## src/rtl/exhaustive_stim_gen.sv

```systemverilog
// Exhaustive stimulus sequencer: walks every IN_W-bit vector, holds it for
// SETTLE_CYCLES, then captures the DUT response and folds it into a MISR.
module exhaustive_stim_gen #(
    parameter int IN_W          = 3,
    parameter int OUT_W         = 1,
    parameter int SETTLE_CYCLES = 4,
    parameter int SIG_W         = 16,
    parameter logic [SIG_W-1:0] POLY = SIG_W'(16'h1021),
    parameter logic [SIG_W-1:0] SEED = SIG_W'(16'hFFFF)
) (
    input  logic             clk,
    input  logic             rst,
    input  logic             start,
    input  logic             abort,
    output logic [IN_W-1:0]  stim,
    input  logic [OUT_W-1:0] resp,
    output logic             busy,
    output logic             done,
    output logic             sample_valid,
    output logic [IN_W-1:0]  cap_idx,
    output logic [OUT_W-1:0] resp_q,
    output logic [SIG_W-1:0] signature
);

    localparam int CW = (SETTLE_CYCLES > 1) ? $clog2(SETTLE_CYCLES) : 1;
    localparam logic [CW-1:0]   CNT_LAST  = CW'(SETTLE_CYCLES - 1);
    localparam logic [IN_W-1:0] STIM_LAST = '1;

    typedef enum logic [1:0] {S_IDLE, S_SETTLE, S_SAMPLE, S_DONE} state_t;

    state_t           state_q, state_d;
    logic [IN_W-1:0]  stim_q, stim_d;
    logic [CW-1:0]    cnt_q, cnt_d;
    logic             sample_valid_q, sample_valid_d;
    logic [IN_W-1:0]  cap_idx_q, cap_idx_d;
    logic [OUT_W-1:0] resp_q_q, resp_q_d;
    logic [SIG_W-1:0] sig_q, sig_d;
    logic [SIG_W-1:0] misr_next;

    always_ff @(posedge clk or posedge rst) begin
        if (rst) begin
            state_q        <= S_IDLE;
            stim_q         <= '0;
            cnt_q          <= '0;
            sample_valid_q <= 1'b0;
            cap_idx_q      <= '0;
            resp_q_q       <= '0;
            sig_q          <= '0;
        end else begin
            state_q        <= state_d;
            stim_q         <= stim_d;
            cnt_q          <= cnt_d;
            sample_valid_q <= sample_valid_d;
            cap_idx_q      <= cap_idx_d;
            resp_q_q       <= resp_q_d;
            sig_q          <= sig_d;
        end
    end

    always_comb begin
        state_d = state_q;
        if (abort) begin
            state_d = S_IDLE;
        end else begin
            case (state_q)
                S_IDLE, S_DONE: if (start) state_d = S_SETTLE;
                S_SETTLE:       if (cnt_q == CNT_LAST) state_d = S_SAMPLE;
                S_SAMPLE:       state_d = (stim_q == STIM_LAST) ? S_DONE : S_SETTLE;
                default:        state_d = S_IDLE;
            endcase
        end
    end

    assign misr_next = {sig_q[SIG_W-2:0], 1'b0} ^ (sig_q[SIG_W-1] ? POLY : '0)
                     ^ SIG_W'(resp);

    // Abort keeps signature/capture registers so a halted sweep can be inspected.
    always_comb begin
        stim_d         = stim_q;
        cnt_d          = cnt_q;
        sample_valid_d = 1'b0;
        cap_idx_d      = cap_idx_q;
        resp_q_d       = resp_q_q;
        sig_d          = sig_q;
        if (abort) begin
            stim_d = '0;
            cnt_d  = '0;
        end else begin
            case (state_q)
                S_IDLE, S_DONE: begin
                    if (start) begin
                        stim_d = '0;
                        cnt_d  = '0;
                        sig_d  = SEED;
                    end
                end
                S_SETTLE: cnt_d = (cnt_q == CNT_LAST) ? '0 : cnt_q + CW'(1);
                S_SAMPLE: begin
                    resp_q_d       = resp;
                    cap_idx_d      = stim_q;
                    sample_valid_d = 1'b1;
                    sig_d          = misr_next;
                    if (stim_q != STIM_LAST) stim_d = stim_q + IN_W'(1);
                end
                default: ;
            endcase
        end
    end

    always_comb begin
        busy = (state_q == S_SETTLE) || (state_q == S_SAMPLE);
        done = (state_q == S_DONE);
    end

    assign stim         = stim_q;
    assign sample_valid = sample_valid_q;
    assign cap_idx      = cap_idx_q;
    assign resp_q       = resp_q_q;
    assign signature    = sig_q;

endmodule
```

## config.mk

```make
export PLATFORM = sky130hd
export DESIGN_NAME = exhaustive_stim_gen
export DESIGN_NICKNAME = d
export VERILOG_FILES = /design/src/rtl/exhaustive_stim_gen.sv
export SDC_FILE = /design/constraint.sdc
export NUM_CORES = 1
export LEC_CHECK = 0
export ABC_CLOCK_PERIOD_IN_PS = 4800
export CAP_MARGIN = 10
export CORE_MARGIN = 5
export CORE_UTILIZATION = 45
export CTS_CLUSTER_SIZE = 20
export DETAILED_ROUTE_END_ITERATION = 8
export GPL_TIMING_DRIVEN = 0
export MAX_ROUTING_LAYER = met4
export PLACE_DENSITY = 0.8
export REMOVE_ABC_BUFFERS = 1
export SLEW_MARGIN = 40
export SYNTH_ARGS = -nofsm -noshare
export SYNTH_HDL_FRONTEND = slang
export SYNTH_SLANG_ARGS = --single-unit
```

## constraint.sdc

```tcl
create_clock -name clk -period 4.8 [get_ports clk]
set_clock_uncertainty 0.2 [all_clocks]
set_input_delay 0.72 -clock clk [delete_from_list [all_inputs] [get_ports clk]]
set_output_delay 0.72 -clock clk [all_outputs]
set_load 0.01 [all_outputs]
```

==> flow_summary.yaml, run 1 <==
outcome:
  status: "complete, no violations"
sta:
  rsz0062_at_grt: "false"
  post-route-period-util_pct: 57.7
  setup_total_negative_slack_ns: 0
  final-hold-violation-count: 0
  finalWorstPathRequiredPeriod_ns: 2.77
  final.hold.worst_slack_ns: 0.329
  max_slew.worst_pin.slew_ns: 0.586
  slew_viol_final: 0
  timing.fmax_mhz: 361
  setup_viol: 0
  timing.slew.headroom_pct: 60.8
setup_path:
  critPathMaxFanout: 8
  worst_r2r_endpoint: "stim[2]"
  critical_path_required_ns: 3.88
  r2r_cells: 4
  crit-reg2reg-launch: "state_q[1]"
  worst_ep_arrival_time_ns: 1.85
  endpoint_kind: "output pin"
  critical_path_class: "reg -> out"
  timing.critical_path.from_type: "register"
  worst-r2r-setup-slack_ns: 2.88
  timing.critical_path.cells: "ha_1 > inv_1 > clkdlybuf4s50_1"
  critical-path-slowest-cell: "sky130_fd_sc_hd__clkdlybuf4s50_1"
  critPathMaxStageDelay_ns: 0.54
global_routing:
  number_of_global_route_vias_before_repair: 1032
  global_route.overflow_total: 0
  grt_max_degree: 29
  grt_first_pass_wirelength_um: 4650
  track_usage_pct: 14.0
  antenna_found_initial: 0
logic_synthesis:
  yosysWarningCount: 0
  seq_area_frac_synth_pct: 54.3
  synth_area_per_cell_um2: 12.5
  asyncSetResetFlopFracSynth_pct: 100
  synth_enable_flop_cells: 0
  synth.cell_area_um2: 1290
  ys_types: 29
  synth_cells: 103
  yosys_register_bits: 28
  synth-main-ff-cell: "sky130_fd_sc_hd__dfrtp_1"
placed_design:
  place_hpwl_um: 1830
  gp_congestion: 0.790
  port-buffer-count: 30
drt:
  ant_nets: 0
  wire_per_inst_um: 15.3
  via_per_inst: 5.48
  routed_wl_um: 2530
  drtPass1Iterations: 4
  detail_route.drc_violations: 0
  num_vias: 904
  detailed_route_iter0_violations: 24
clock_tree:
  tritoncts.num_buffers: 3
  clock_path_buffers: 2
  clk_pin_slew_worst_paths_ns: 0.15
  cts.sink_count: 28
  cts_tree: "yes"
  cts_hold_buffers: 0
  worst_skew_pair.late_latency_ns: 0.32
  root_buffer: "sky130_fd_sc_hd__clkbuf_4"
  postCtsResizedCells: 0
  number_of_buffers_inserted_by_post_cts_setup_repair: 0
  clock_tree.htree_level_count: 1
die:
  floorplan.rows: 19
  io-pin-count: 31
  die_w_um: 63.6
  start_util_pct: 46.8
  die_area_um2: 4040
  dieHeight_um: 63.6
  core_area_um2: 2760
cells_and_area:
  finish.net_count: 146
  layout_cell_share_with_drive_strength_beyond_1_pct: 11.9
  num_antenna_cells: 0
  syn_to_final_growth_pct: 27.7
power:
  power_per_cell_area_nw_per_um2: 263
  max-vdd-ir-drop_mv: 0.221
  p_leak_nw: 0.671
worst_hold_path:
  hold_start: "signature[14]"
  min_path_type: "reg -> reg"
  worstHoldPathCells: 1
  whs_endpoint: "signature[15]"
run:
  cap_violations: 0
## worst max-delay path by stage
stage / depth (start not counted) / end / slack, ns / from
floorplan: 3 / busy / 2.97 / state_q[0]
global placement: 4 / busy / 2.43 / state_q[0]
detailed placement: 4 / busy / 2.41 / state_q[0]
CTS: 4 / busy / 2.02 / state_q[0]
global route: 4 / busy / 1.90 / state_q[0]
finish: 3 / busy / 2.03 / state_q[1]
## layout make-up
| type | count | area, µm² |
|---|---|---|
| multi-input combinational | 66 | 529 |
| clock buffer | 3 | 22.5 |
| fill | 233 | 1110 |
| clock inverter | 1 | 30.0 |
| inverter | 6 | 27.5 |
| sequential | 28 | 701 |
| timing repair buffer | 30 | 300 |
| tap | 31 | 38.8 |
## registers in the layout (all words and copies together), names as in the netlist
register      cells
state_q           2
signature        16
sample_valid      1
stim              3
cnt_q             2
resp_q            1
cap_idx           3
## metrics by stage
step,std cells,worst slack (ns),instance area (µm²),power (mW),utilization (%)
final,165,2.03,1650,0.433,59.8
after global placement,161,2.43,1600,0.282,57.9
after detailed placement,161,2.41,1600,0.284,57.9
after global routing,165,1.90,1650,0.455,59.8
after CTS,165,2.02,1650,0.439,59.8
after floorplan,100,2.97,1260,0.270,-
## logic make-up (layout without fill, tap and decap cells)
group	after synthesis	in the layout	share of synthesized area [%]
compound gates	32	32	17.8
xor+xnor	3	3	2.04
fa+ha+maj	6	6	5.81
buf+inv	9	40	4.75
flops	28	28	54.3
mux	6	6	6.30
simple gates	19	19	9.01
## report_power, final
part	total, mW	internal [mW]	switching [mW]
clock network	0.154	0.0844	0.0695
logic	0.0385	0.0153	0.0232
registers	0.241	0.238	0.00214
## worst max-delay path: cells and delay by family (launching register included)
kind / cells / cell delay [ns]
fa+ha+maj: 1 / 0.41
buf+inv: 2 / 0.66
flops: 1 / 0.46
## cell usage after synthesis, types with 2 or more instances
cell / instances / area share [%]
sky130_fd_sc_hd__a21oi_1: 7 / 2.7
sky130_fd_sc_hd__mux2_2: 2 / 1.7
sky130_fd_sc_hd__ha_1: 6 / 5.8
sky130_fd_sc_hd__o22a_1: 13 / 8.8
sky130_fd_sc_hd__mux2_4: 3 / 3.5
sky130_fd_sc_hd__dfrtp_1: 28 / 54
sky130_fd_sc_hd__o21ai_0: 3 / 1.2
sky130_fd_sc_hd__inv_1: 5 / 1.5
sky130_fd_sc_hd__xnor2_1: 3 / 2.0
sky130_fd_sc_hd__nand3_1: 3 / 1.2
sky130_fd_sc_hd__a31oi_1: 5 / 2.4
sky130_fd_sc_hd__nor2_1: 3 / 0.87
sky130_fd_sc_hd__buf_6: 3 / 2.6
sky130_fd_sc_hd__nand2_1: 3 / 0.87
sky130_fd_sc_hd__a22o_1: 2 / 1.4
## cells in the final DEF, fill, tap and decap left out, types with 2 or more instances in the layout
| master | count |
|---|---|
| sky130_fd_sc_hd__a22o_1 | 2 |
| sky130_fd_sc_hd__nand3_1 | 3 |
| sky130_fd_sc_hd__a21oi_1 | 7 |
| sky130_fd_sc_hd__inv_1 | 4 |
| sky130_fd_sc_hd__o22a_1 | 13 |
| sky130_fd_sc_hd__ha_1 | 6 |
| sky130_fd_sc_hd__clkdlybuf4s50_1 | 30 |
| sky130_fd_sc_hd__mux2_2 | 2 |
| sky130_fd_sc_hd__a31oi_1 | 5 |
| sky130_fd_sc_hd__dfrtp_1 | 28 |
| sky130_fd_sc_hd__xnor2_1 | 3 |
| sky130_fd_sc_hd__nand2_1 | 3 |
| sky130_fd_sc_hd__nor2_1 | 3 |
| sky130_fd_sc_hd__mux2_4 | 3 |
| sky130_fd_sc_hd__o21ai_0 | 3 |
| sky130_fd_sc_hd__clkbuf_4 | 3 |
## routing by layer
layer | share of wire (%) | track usage, % | wire, µm | vias to the layer above
met4 | 0 | 1.56 | 0 | 0
met2 | 48 | 23.0 | 1200 | 23
met3 | 4.2 | 3.20 | 106 | 0
li1 | - | - | - | 439
met1 | 48 | 18.3 | 1220 | 442
met5 | 0 | - | 0 | -
(Power assumes the default switching activity.)
==> inputs of run 2 (changes only) <==
--- a/config.mk
+++ b/config.mk
@@ -5,10 +5,10 @@
 export SDC_FILE = /design/constraint.sdc
 export NUM_CORES = 1
 export LEC_CHECK = 0
-export ABC_CLOCK_PERIOD_IN_PS = 4800
+export ABC_CLOCK_PERIOD_IN_PS = 2400
 export CAP_MARGIN = 10
 export CORE_MARGIN = 5
-export CORE_UTILIZATION = 45
+export CORE_UTILIZATION = 43
 export CTS_CLUSTER_SIZE = 20
 export DETAILED_ROUTE_END_ITERATION = 8
 export GPL_TIMING_DRIVEN = 0
==> constraint.sdc (replaced) <==
create_clock -name clk -period 2.4 [get_ports clk]
set_clock_uncertainty 0.2 [all_clocks]
set_input_delay 0.36 -clock clk [delete_from_list [all_inputs] [get_ports clk]]
set_output_delay 0.36 -clock clk [all_outputs]
set_load 0.01 [all_outputs]
==> run 2 against run 1 <==
Against the previous run: design area decreased by 1.2%; sequential cell count did not move; wire length is 3.5% higher; global-route usage barely moved; register-to-register slack got worse by 2.3 ns; core utilization decreased by 2.2 points; critical endpoint unchanged; largest power group unchanged; highest routed layer is now met4.
==> flow_summary.yaml, run 2 (synthesis gave the netlist of run 1 again) <==
outcome:
  status: "complete, no violations"
cells_and_area:
  fill_cells: 271
  num_antenna_cells: 0
  layout.cells.most_common_list: "30 x sky130_fd_sc_hd__clkdlybuf4s50_1, 28 x sky130_fd_sc_hd__dfrtp_1, 13 x sky130_fd_sc_hd__o22a_1"
  layout_commonest_cell: "sky130_fd_sc_hd__clkdlybuf4s50_1"
  utilization_pct: 57.6
  largest_register_ffs: 16
  syn_to_final_growth_pct: 26.2
  finish.net_count: 147
  layout_cell_share_with_drive_strength_beyond_1_pct: 12.7
placed_design:
  port-buffer-count: 30
  placement.setup.worst_slack_ns: 0.380
  gp_congestion: 0.890
  place_hpwl_um: 1880
sta:
  final-hold-violation-count: 0
  setup_viol: 0
  slew_viol_final: 0
  timing.slew.headroom_pct: 61.7
  setup_total_negative_slack_ns: 0
  finalWorstPathRequiredPeriod_ns: 2.32
  post-route-period-util_pct: 96.6
  post-route-worst-setup-slack_ns: 0.0826
  max_slew.worst_pin.slew_ns: 0.573
  timing.fmax_mhz: 432
  rsz0062_at_grt: "false"
setup_path:
  crit-reg2reg-launch: "state_q[1]"
  worst_r2r_endpoint: "stim[1]"
  critical-path-slowest-cell: "sky130_fd_sc_hd__clkdlybuf4s50_1"
  critPathMaxFanout: 8
  critical_path_class: "reg -> out"
  worst-r2r-setup-slack_ns: 0.54
  worst_ep_arrival_time_ns: 1.76
  critical_path_required_ns: 1.84
  timing.critical_path.from_type: "register"
  r2r_cells: 4
  critPathMaxStageDelay_ns: 0.48
  endpoint_kind: "output pin"
  timing.critical_path.cells: "ha_2 > inv_1 > clkdlybuf4s50_1"
run:
  cap_violations: 0
clock_tree:
  cts.sink_count: 28
  root_buffer: "sky130_fd_sc_hd__clkbuf_4"
  clock_path_buffers: 2
  clk_pin_slew_worst_paths_ns: 0.14
  worst_skew_pair.late_latency_ns: 0.32
  clock_tree.htree_level_count: 1
  tritoncts.num_buffers: 3
  cts_tree: "yes"
die:
  die_w_um: 64.8
  floorplan.rows: 19
  dieHeight_um: 64.8
  io-pin-count: 31
  die_area_um2: 4200
  core_area_um2: 2830
  start_util_pct: 45.6
global_routing:
  antenna_found_initial: 0
  number_of_global_route_vias_before_repair: 967
  grt_max_degree: 29
  global_route.overflow_total: 0
  track_usage_pct: 14.0
  grt_first_pass_wirelength_um: 4530
power:
  max-vdd-ir-drop_mv: 0.448
  p_leak_nw: 0.660
  power_per_cell_area_nw_per_um2: 462
  power_mw: 0.752
drt:
  ant_nets: 0
  wire_per_inst_um: 15.9
  detail_route.drc_violations: 0
  num_vias: 931
  via_per_inst: 5.64
  routed_wl_um: 2620
  detailed_route_iter0_violations: 67
  drtPass1Iterations: 4
worst_hold_path:
  min_path_type: "in -> async"
-- run 2: per-stage QoR --
step                      cells  hold WS (ns)  instance area (µm²)
after detailed placement    161         0.300                 1600
final                       165         0.194                 1630
after floorplan             100         0.223                 1260
after global placement      161         0.296                 1600
after global routing        165         0.225                 1630
after CTS                   164         0.211                 1620
-- run 2: repair_timing --
| item | 4_1_cts | 5_1_grt |
|---|---|---|
| endpoints found under the setup margin | 1 | 1 |
| buffers inserted | 0 | 1 |
| hold buffers | 0 | 0 |
| gates resized for setup | 1 | 0 |
-- run 2: layout make-up --
cell class	instances	area (µm²)	share of cell area (%)
clock buffer	3	22.5	1.38
inverter	6	27.5	1.69
multi-input combinational	66	532	32.6
sequential	28	701	43.0
tap	31	38.8	2.38
timing repair buffer	31	308	18.9
-- run 2: where the power goes --
part / switching, mW / total [mW] / leakage, nW / internal [mW]
combinational: 0.0477 / 0.0809 / 0.341 / 0.0332
sequential: 0.00403 / 0.481 / 0.305 / 0.477
clock: 0.132 / 0.190 / 0.0138 / 0.0588
total: 0.183 / 0.752 / 0.660 / 0.569
-- run 2: critical path: cells and delay by family, from the launching register on --
kind       cells  cell delay, ns
fa+ha+maj      1            0.43
buf+inv        2            0.56
flops          1            0.45
-- run 2: worst max-delay path by stage --
| stage | from | endpoint | slack (ns) |
|---|---|---|---|
| after floorplan | state_q[0] | stim[2] | 0.67 |
| after global placement | state_q[0] | busy | 0.39 |
| after detailed placement | state_q[0] | busy | 0.38 |
| after CTS | state_q[0] | busy | 0.05 |
| after global routing | state_q[1] | busy | 0.01 |
| final | state_q[1] | busy | 0.08 |
-- run 2: metal layers --
metal  share of wire, %  global-route usage, %  vias up
li1                   -                      -      437
met1                 44                   17.5      458
met2                 47                   22.1       34
met3                8.7                   5.87        2
met4               0.31                   1.58        0
met5                  0                      -        -
==> inputs of run 3 (changes only) <==
--- a/config.mk
+++ b/config.mk
@@ -9,7 +9,7 @@
 export CAP_MARGIN = 10
 export CORE_MARGIN = 5
 export CORE_UTILIZATION = 43
-export CTS_CLUSTER_SIZE = 20
+export CTS_CLUSTER_SIZE = 25
 export DETAILED_ROUTE_END_ITERATION = 8
 export GPL_TIMING_DRIVEN = 0
 export MAX_ROUTING_LAYER = met4
==> results of run 3 <==
Same layout as run 2: the final DEF is identical, and so are final timing and power.
